<file path="src/rtl/core_s2_sequencer_pkg.sv">
// Shared types for the stage-2 sequencer: state encoding and a state-class helper.
package core_pkg;

  typedef enum logic [2:0] {
    INIT             = 3'd0,
    FETCH_NEXT       = 3'd1,
    ISSUE_MEM        = 3'd2,
    WAIT_ON_L1DCACHE = 3'd3,
    FINISH           = 3'd4,
    HALT             = 3'd5
  } s2_state_e;

  // The watchdog budget covers both halves of a data-cache access.
  function automatic logic in_mem_access(input s2_state_e s);
    return (s == ISSUE_MEM) || (s == WAIT_ON_L1DCACHE);
  endfunction

endpackage

</file>
<file path="src/rtl/core_s2_sequencer_if.sv">
// Stage-1 handoff and L1D request/response signals seen by the stage-2 sequencer.
interface core_s2_sequencer_if;

  logic s1_valid;
  logic s2_ready;
  logic instr_is_mem;
  logic instr_writes_rd;
  logic instr_is_halt;
  logic dcache_req_valid;
  logic dcache_req_ready;
  logic dcache_rsp_valid;

  modport master (
    input  s1_valid, instr_is_mem, instr_writes_rd, instr_is_halt,
    input  dcache_req_ready, dcache_rsp_valid,
    output s2_ready, dcache_req_valid
  );

  modport slave (
    output s1_valid, instr_is_mem, instr_writes_rd, instr_is_halt,
    output dcache_req_ready, dcache_rsp_valid,
    input  s2_ready, dcache_req_valid
  );

endinterface

</file>
<file path="src/rtl/core_s2_sequencer_watchdog.sv">
// Saturating cycle counter that flags when a memory access has used its whole budget.
module core_s2_watchdog #(
  parameter int DCACHE_TIMEOUT = 256
) (
  input  logic clk,
  input  logic rst_n,
  input  logic clear,
  input  logic enable,
  output logic expired
);

  localparam int CntW = $clog2(DCACHE_TIMEOUT);
  localparam logic [CntW-1:0] Last = CntW'(DCACHE_TIMEOUT - 1);

  logic [CntW-1:0] count;

  // Holds at the last value so an accept on the expiry cycle cannot wrap the budget.
  always_ff @(posedge clk or negedge rst_n) begin
    if (!rst_n) begin
      count <= '0;
    end else if (clear) begin
      count <= '0;
    end else if (enable && (count != Last)) begin
      count <= count + CntW'(1);
    end
  end

  assign expired = enable && (count == Last);

endmodule

</file>
<file path="src/rtl/core_s2_sequencer.sv">
// Stage-2 sequencer: accepts one instruction at a time, runs its L1D access, retires it.
module core_s2_sequencer
  import core_pkg::*;
#(
  parameter int INIT_CYCLES    = 4,
  parameter int DCACHE_TIMEOUT = 256
) (
  input  logic                  clk,
  input  logic                  rst_n,
  core_s2_sequencer_if.master   bus,
  input  logic                  halt_req,
  input  logic                  resume,
  output logic                  rd_write_enable,
  output logic                  pc_advance,
  output logic                  halted,
  output logic                  timeout_error
);

  localparam int InitLast = (INIT_CYCLES > 1) ? (INIT_CYCLES - 1) : 0;
  localparam int InitW    = (InitLast > 0) ? $clog2(InitLast + 1) : 1;

  s2_state_e        state;
  logic [InitW-1:0] init_cnt;
  logic             writes_rd_q;
  logic             transfer;
  logic             wd_expired;

  assign transfer = bus.s1_valid && bus.s2_ready;

  core_s2_watchdog #(
    .DCACHE_TIMEOUT(DCACHE_TIMEOUT)
  ) u_watchdog (
    .clk    (clk),
    .rst_n  (rst_n),
    .clear  (transfer),
    .enable (in_mem_access(state)),
    .expired(wd_expired)
  );

  always_ff @(posedge clk or negedge rst_n) begin
    if (!rst_n) begin
      state         <= INIT;
      init_cnt      <= '0;
      writes_rd_q   <= 1'b0;
      timeout_error <= 1'b0;
    end else begin
      case (state)
        INIT: begin
          if (init_cnt == InitW'(InitLast)) begin
            state <= FETCH_NEXT;
          end else begin
            init_cnt <= init_cnt + InitW'(1);
          end
        end
        FETCH_NEXT: begin
          if (halt_req) begin
            state <= HALT;
          end else if (bus.s1_valid) begin
            writes_rd_q <= bus.instr_writes_rd;
            if (bus.instr_is_halt) begin
              state <= HALT;
            end else if (bus.instr_is_mem) begin
              state <= ISSUE_MEM;
            end else begin
              state <= FINISH;
            end
          end
        end
        // Progress events are tested before expiry so a last-cycle handshake still completes.
        ISSUE_MEM: begin
          if (bus.dcache_req_ready) begin
            state <= WAIT_ON_L1DCACHE;
          end else if (wd_expired) begin
            state         <= HALT;
            timeout_error <= 1'b1;
          end
        end
        WAIT_ON_L1DCACHE: begin
          if (bus.dcache_rsp_valid) begin
            state <= FINISH;
          end else if (wd_expired) begin
            state         <= HALT;
            timeout_error <= 1'b1;
          end
        end
        FINISH: begin
          state <= halt_req ? HALT : FETCH_NEXT;
        end
        HALT: begin
          if (resume) begin
            state         <= FETCH_NEXT;
            timeout_error <= 1'b0;
          end
        end
        default: begin
          state <= HALT;
        end
      endcase
    end
  end

  assign bus.s2_ready         = (state == FETCH_NEXT) && !halt_req;
  assign bus.dcache_req_valid = (state == ISSUE_MEM);
  assign pc_advance           = (state == FINISH);
  assign rd_write_enable      = (state == FINISH) && writes_rd_q;
  assign halted               = (state == HALT);

endmodule

</file>
<file path="src/flat_wrapper.sv">
// flat-port wrapper written by rule: the top's interface ports become plain ports
module core_s2_sequencer_flat import core_pkg::*;
#(
  parameter int INIT_CYCLES    = 4,
  parameter int DCACHE_TIMEOUT = 256
)
  (clk, rst_n, halt_req, resume, rd_write_enable, pc_advance, halted, timeout_error, bus_s1_valid, bus_instr_is_mem, bus_instr_writes_rd, bus_instr_is_halt, bus_dcache_req_ready, bus_dcache_rsp_valid, bus_s2_ready, bus_dcache_req_valid);
  core_s2_sequencer_if bus_i ();
  input  logic clk;
  input  logic rst_n;
  input  logic halt_req;
  input  logic resume;
  output logic rd_write_enable;
  output logic pc_advance;
  output logic halted;
  output logic timeout_error;
  input wire logic [$bits(bus_i.s1_valid)-1:0] bus_s1_valid;
  input wire logic [$bits(bus_i.instr_is_mem)-1:0] bus_instr_is_mem;
  input wire logic [$bits(bus_i.instr_writes_rd)-1:0] bus_instr_writes_rd;
  input wire logic [$bits(bus_i.instr_is_halt)-1:0] bus_instr_is_halt;
  input wire logic [$bits(bus_i.dcache_req_ready)-1:0] bus_dcache_req_ready;
  input wire logic [$bits(bus_i.dcache_rsp_valid)-1:0] bus_dcache_rsp_valid;
  output wire logic [$bits(bus_i.s2_ready)-1:0] bus_s2_ready;
  output wire logic [$bits(bus_i.dcache_req_valid)-1:0] bus_dcache_req_valid;
  assign bus_i.s1_valid = bus_s1_valid;
  assign bus_i.instr_is_mem = bus_instr_is_mem;
  assign bus_i.instr_writes_rd = bus_instr_writes_rd;
  assign bus_i.instr_is_halt = bus_instr_is_halt;
  assign bus_i.dcache_req_ready = bus_dcache_req_ready;
  assign bus_i.dcache_rsp_valid = bus_dcache_rsp_valid;
  assign bus_s2_ready = bus_i.s2_ready;
  assign bus_dcache_req_valid = bus_i.dcache_req_valid;
  core_s2_sequencer #(.INIT_CYCLES(INIT_CYCLES), .DCACHE_TIMEOUT(DCACHE_TIMEOUT)) u_core (.clk(clk), .rst_n(rst_n), .bus(bus_i), .halt_req(halt_req), .resume(resume), .rd_write_enable(rd_write_enable), .pc_advance(pc_advance), .halted(halted), .timeout_error(timeout_error));
endmodule
</file>
<file path="config.mk">
export PLATFORM = sky130hd
export DESIGN_NAME = core_s2_sequencer_flat
export DESIGN_NICKNAME = d
export VERILOG_FILES = /design/src/rtl/core_s2_sequencer_pkg.sv /design/src/rtl/core_s2_sequencer_if.sv /design/src/rtl/core_s2_sequencer_watchdog.sv /design/src/rtl/core_s2_sequencer.sv /design/src/flat_wrapper.sv
export SDC_FILE = /design/constraint.sdc
export NUM_CORES = 1
export LEC_CHECK = 0
export CORE_MARGIN = 4
export CORE_UTILIZATION = 41
export DETAILED_ROUTE_END_ITERATION = 8
export DONT_BUFFER_PORTS = 1
export MAX_ROUTING_LAYER = met4
export PLACE_DENSITY = 0.67
export SKIP_CTS_REPAIR_TIMING = 1
export SLEW_MARGIN = 25
export SYNTH_ARGS = -nofsm -noshare
export SYNTH_HDL_FRONTEND = slang
export SYNTH_HIERARCHICAL = 1
export SYNTH_SLANG_ARGS = --single-unit
</file>
<file path="constraint.sdc">
create_clock -name clk -period 1.8 [get_ports clk]
set_clock_uncertainty 0.1 [all_clocks]
set_input_delay 0.36 -clock clk [delete_from_list [all_inputs] [get_ports clk]]
set_output_delay 0.36 -clock clk [all_outputs]
set_load 0.1 [all_outputs]
</file>
==> results.ini <==
[global_route]
grtUsageTotal = 0.148
gr-usage-met1 = 0.167
overflow = 0
grt_pass1_vias = 823
antenna_found_initial = 0
grt_most_used_layer = met2
first_pass_grt_wire_length_um = 3560
grt_use_met3 = 0.0690
met2_usage = 0.218
grt_start_max_net_pins = 16

[worst_setup_path]
max_stage_delay_ps = 480
crit_path_frequent_cell = sky130_fd_sc_hd__nor2b_4
crit_end_category = output pin
critical-path-top-delay-family = flip-flops
crit_path_cell_trace = nor2b_4 -> buf_6 -> nor2b_4 -> buf_12
critical_path_arrival_ps = 1420
critical_path_class = flip-flop to output pin
worst_ep_required_time_ps = 1340
critPathMaxFanout = 7
cpMaxStageDelayCell = sky130_fd_sc_hd__dfrtp_2
critPathBufInv = 2
critPathLaunchType = flip-flop

[sta]
timing.final.crit_period_ps = 1880
fin_crit_sh = 1.04
fin_worst_hold_slack_ps = 41.8
slew_headroom = 0.517
timing.fmax_mhz = 532
rsz0062_at_grt = yes
worst_slack_ps = -80.3
setup_tns_ps = -215
finalSetupViolations = 4
drv_slew = 0
timing.final.hold_violations = 0
worstMarginPinSlew_ps = 723

[layout]
final_nets = 125
drive_gt1_frac = 0.384
synthToLayoutAreaGrowth_pct = 29.1
final-instance-count-excl-fill = 140
number_of_inserted_diodes = 0
nFillCells = 193
layout.cell_area.non_filler_um2 = 1250
finish.utilization = 0.559

[floorplanning]
std_cell_rows = 17
die_x_extent_um = 56.6
io-pin-count = 16
initial_utilization = 0.433
die-area_um2 = 3200
die_h_um = 56.6
core_box_area_um2 = 2230

[synth]
ys_dominant_reg_cell = sky130_fd_sc_hd__dfrtp_1
synth.avg_cell_area_um2 = 10.5
post-synth-top-count-cell = sky130_fd_sc_hd__dfrtp_1
synthCells = 92
synthesis.yosys.warnings = 6
top_cell_type_s_share_of_synthesized_area = 0.388
ys_async_sr_fraction = 1.00
number_of_enable_type_register_cells_in_the_synthesized_netlist = 0
post_synth_main_area_contributors = sky130_fd_sc_hd__dfrtp_1 (39%), sky130_fd_sc_hd__a21oi_1 (3.6%), sky130_fd_sc_hd__nor2b_1 (3.2%)
synth_common_cells = sky130_fd_sc_hd__dfrtp_1 (15), sky130_fd_sc_hd__a21oi_1 (7), sky130_fd_sc_hd__nor2_1 (5), sky130_fd_sc_hd__nor2b_1 (5)
mappedNetlistArea_um2 = 967
syn_nets = 104
synth_sequential_area_ratio = 0.388
synth_largest_area_cell = sky130_fd_sc_hd__dfrtp_1
synth.ff_latch_count = 15
synthDistinctLibCells = 42

[detailed_routing]
final_antenna_net_count = 0
drt-wirelength-per-cell_um = 15.6
firstDrtPassIters = 4
wl_um = 2180
drc = 0
route.vias.total = 802
post_drt_via_cell_ratio = 5.73
detailedRoute.firstIterationViolations = 16

[power_and_ir_drop]
vdd.ir_drop.worst_mv = 1.18
power_density_nw_per_um2 = 1420
cellLeakagePower_nw = 0.511
power_mw = 1.77

[status]
violated_checks = negative setup slack
run_status = finished with violations

[clocking]
number_of_clock_buffers_inserted_by_tritoncts = 3
cts_root_buffer = sky130_fd_sc_hd__clkbuf_4
cts_tree = yes
cts_num_sinks = 15
worstSkewPairLatency_ps = 290
total_number_of_h_tree_levels = 1
maximum_root_to_sink_buffer_count = 2
clk_transition_reported_paths_ps = 90

[hold_path]
holdCritPathClass = input port to flip-flop

[placed_design]
postPlaceCellArea_um2 = 1120
pre_cts_ws_ps = 56.9
port_buffers = 0
post-place-cells = 130
finalWeightedCongestion = 0.863
hpwl_um = 1530

[job]
maxCapViolations = 0

## cells in the final DEF, fill, tap and decap left out, drive strengths merged, types with 2 or more instances in the layout
| cell type | count |
|---|---|
| mux2 | 4 |
| nor2 | 5 |
| and3 | 2 |
| and4 | 2 |
| and2 | 2 |
| nor2b | 5 |
| buf | 20 |
| a21boi | 5 |
| a211oi | 4 |
| inv | 2 |
| a21oi | 8 |
| nand2b | 4 |
| a41oi | 2 |
| nand2 | 4 |
| nand3 | 2 |
| clkbuf | 4 |
| a311oi | 2 |
| dfrtp | 15 |
| ha | 2 |
| nor4b | 2 |
## where the power goes
| part | internal (mW) | switching, mW | leakage (nW) |
|---|---|---|---|
| sequential | 0.422 | 0.0975 | 0.193 |
| clock | 0.0864 | 0.118 | 0.0150 |
| combinational | 0.489 | 0.559 | 0.303 |
## routing by layer
metal	vias to the layer above	part of all wire
li1	386	-
met1	384	0.41
met2	25	0.49
met3	7	0.071
met4	0	0.024
met5	-	0
## path summary, 6_finish.rpt
kind	end	depth (start not counted)	from	slack (ps)
hold reg to reg	u_core/init_cnt[0]$_DFFE_PN0P_	1	u_core/init_cnt[0]$_DFFE_PN0P_	380
setup / recovery	bus_dcache_req_valid	4	u_core/state[1]$_DFFE_PN0P_	-80
min in group asynchronous	u_core/u_watchdog/count[0]$_DFFE_PN0P_	1	rst_n	460
setup reg to reg	u_core/state[0]$_DFFE_PN0P_	5	u_core/state[2]$_DFFE_PN0P_	90
max in group asynchronous	u_core/state[1]$_DFFE_PN0P_	1	rst_n	650
hold / removal	u_core/timeout_error$_DFFE_PN0P_	1	resume	40
## area by class of cell
| class | count | area [um^2] | share of cell area |
|---|---|---|---|
| clock buffer | 4 | 26.3 | 0.0210 |
| inverter | 2 | 7.51 | 0.00601 |
| multi-input combinational | 70 | 581 | 0.465 |
| sequential | 15 | 378 | 0.303 |
| tap | 28 | 35.0 | 0.0281 |
| timing repair buffer | 21 | 221 | 0.177 |
## flip-flops by register name, summed over array words and instances, names as in the netlist
name,cells
u_core/init_cnt,2
u_core/state,3
u_core/timeout_error,1
u_core/writes_rd_q,1
u_core/u_watchdog/count,8
## kinds of logic (layout without fill, tap and decap cells)
logic type	Yosys count	in the layout	share of synthesized area
AO/OA/AOI/OAI	27	27	0.221
XOR/XNOR	1	1	0.00906
adder cells (fa/ha/maj)	2	2	0.0259
buffers and inverters	7	27	0.0543
flip-flops	15	15	0.388
multiplexers	5	5	0.0647
AND/OR/NAND/NOR	35	35	0.237
Note: power is estimated with default switching activity, not from simulation.
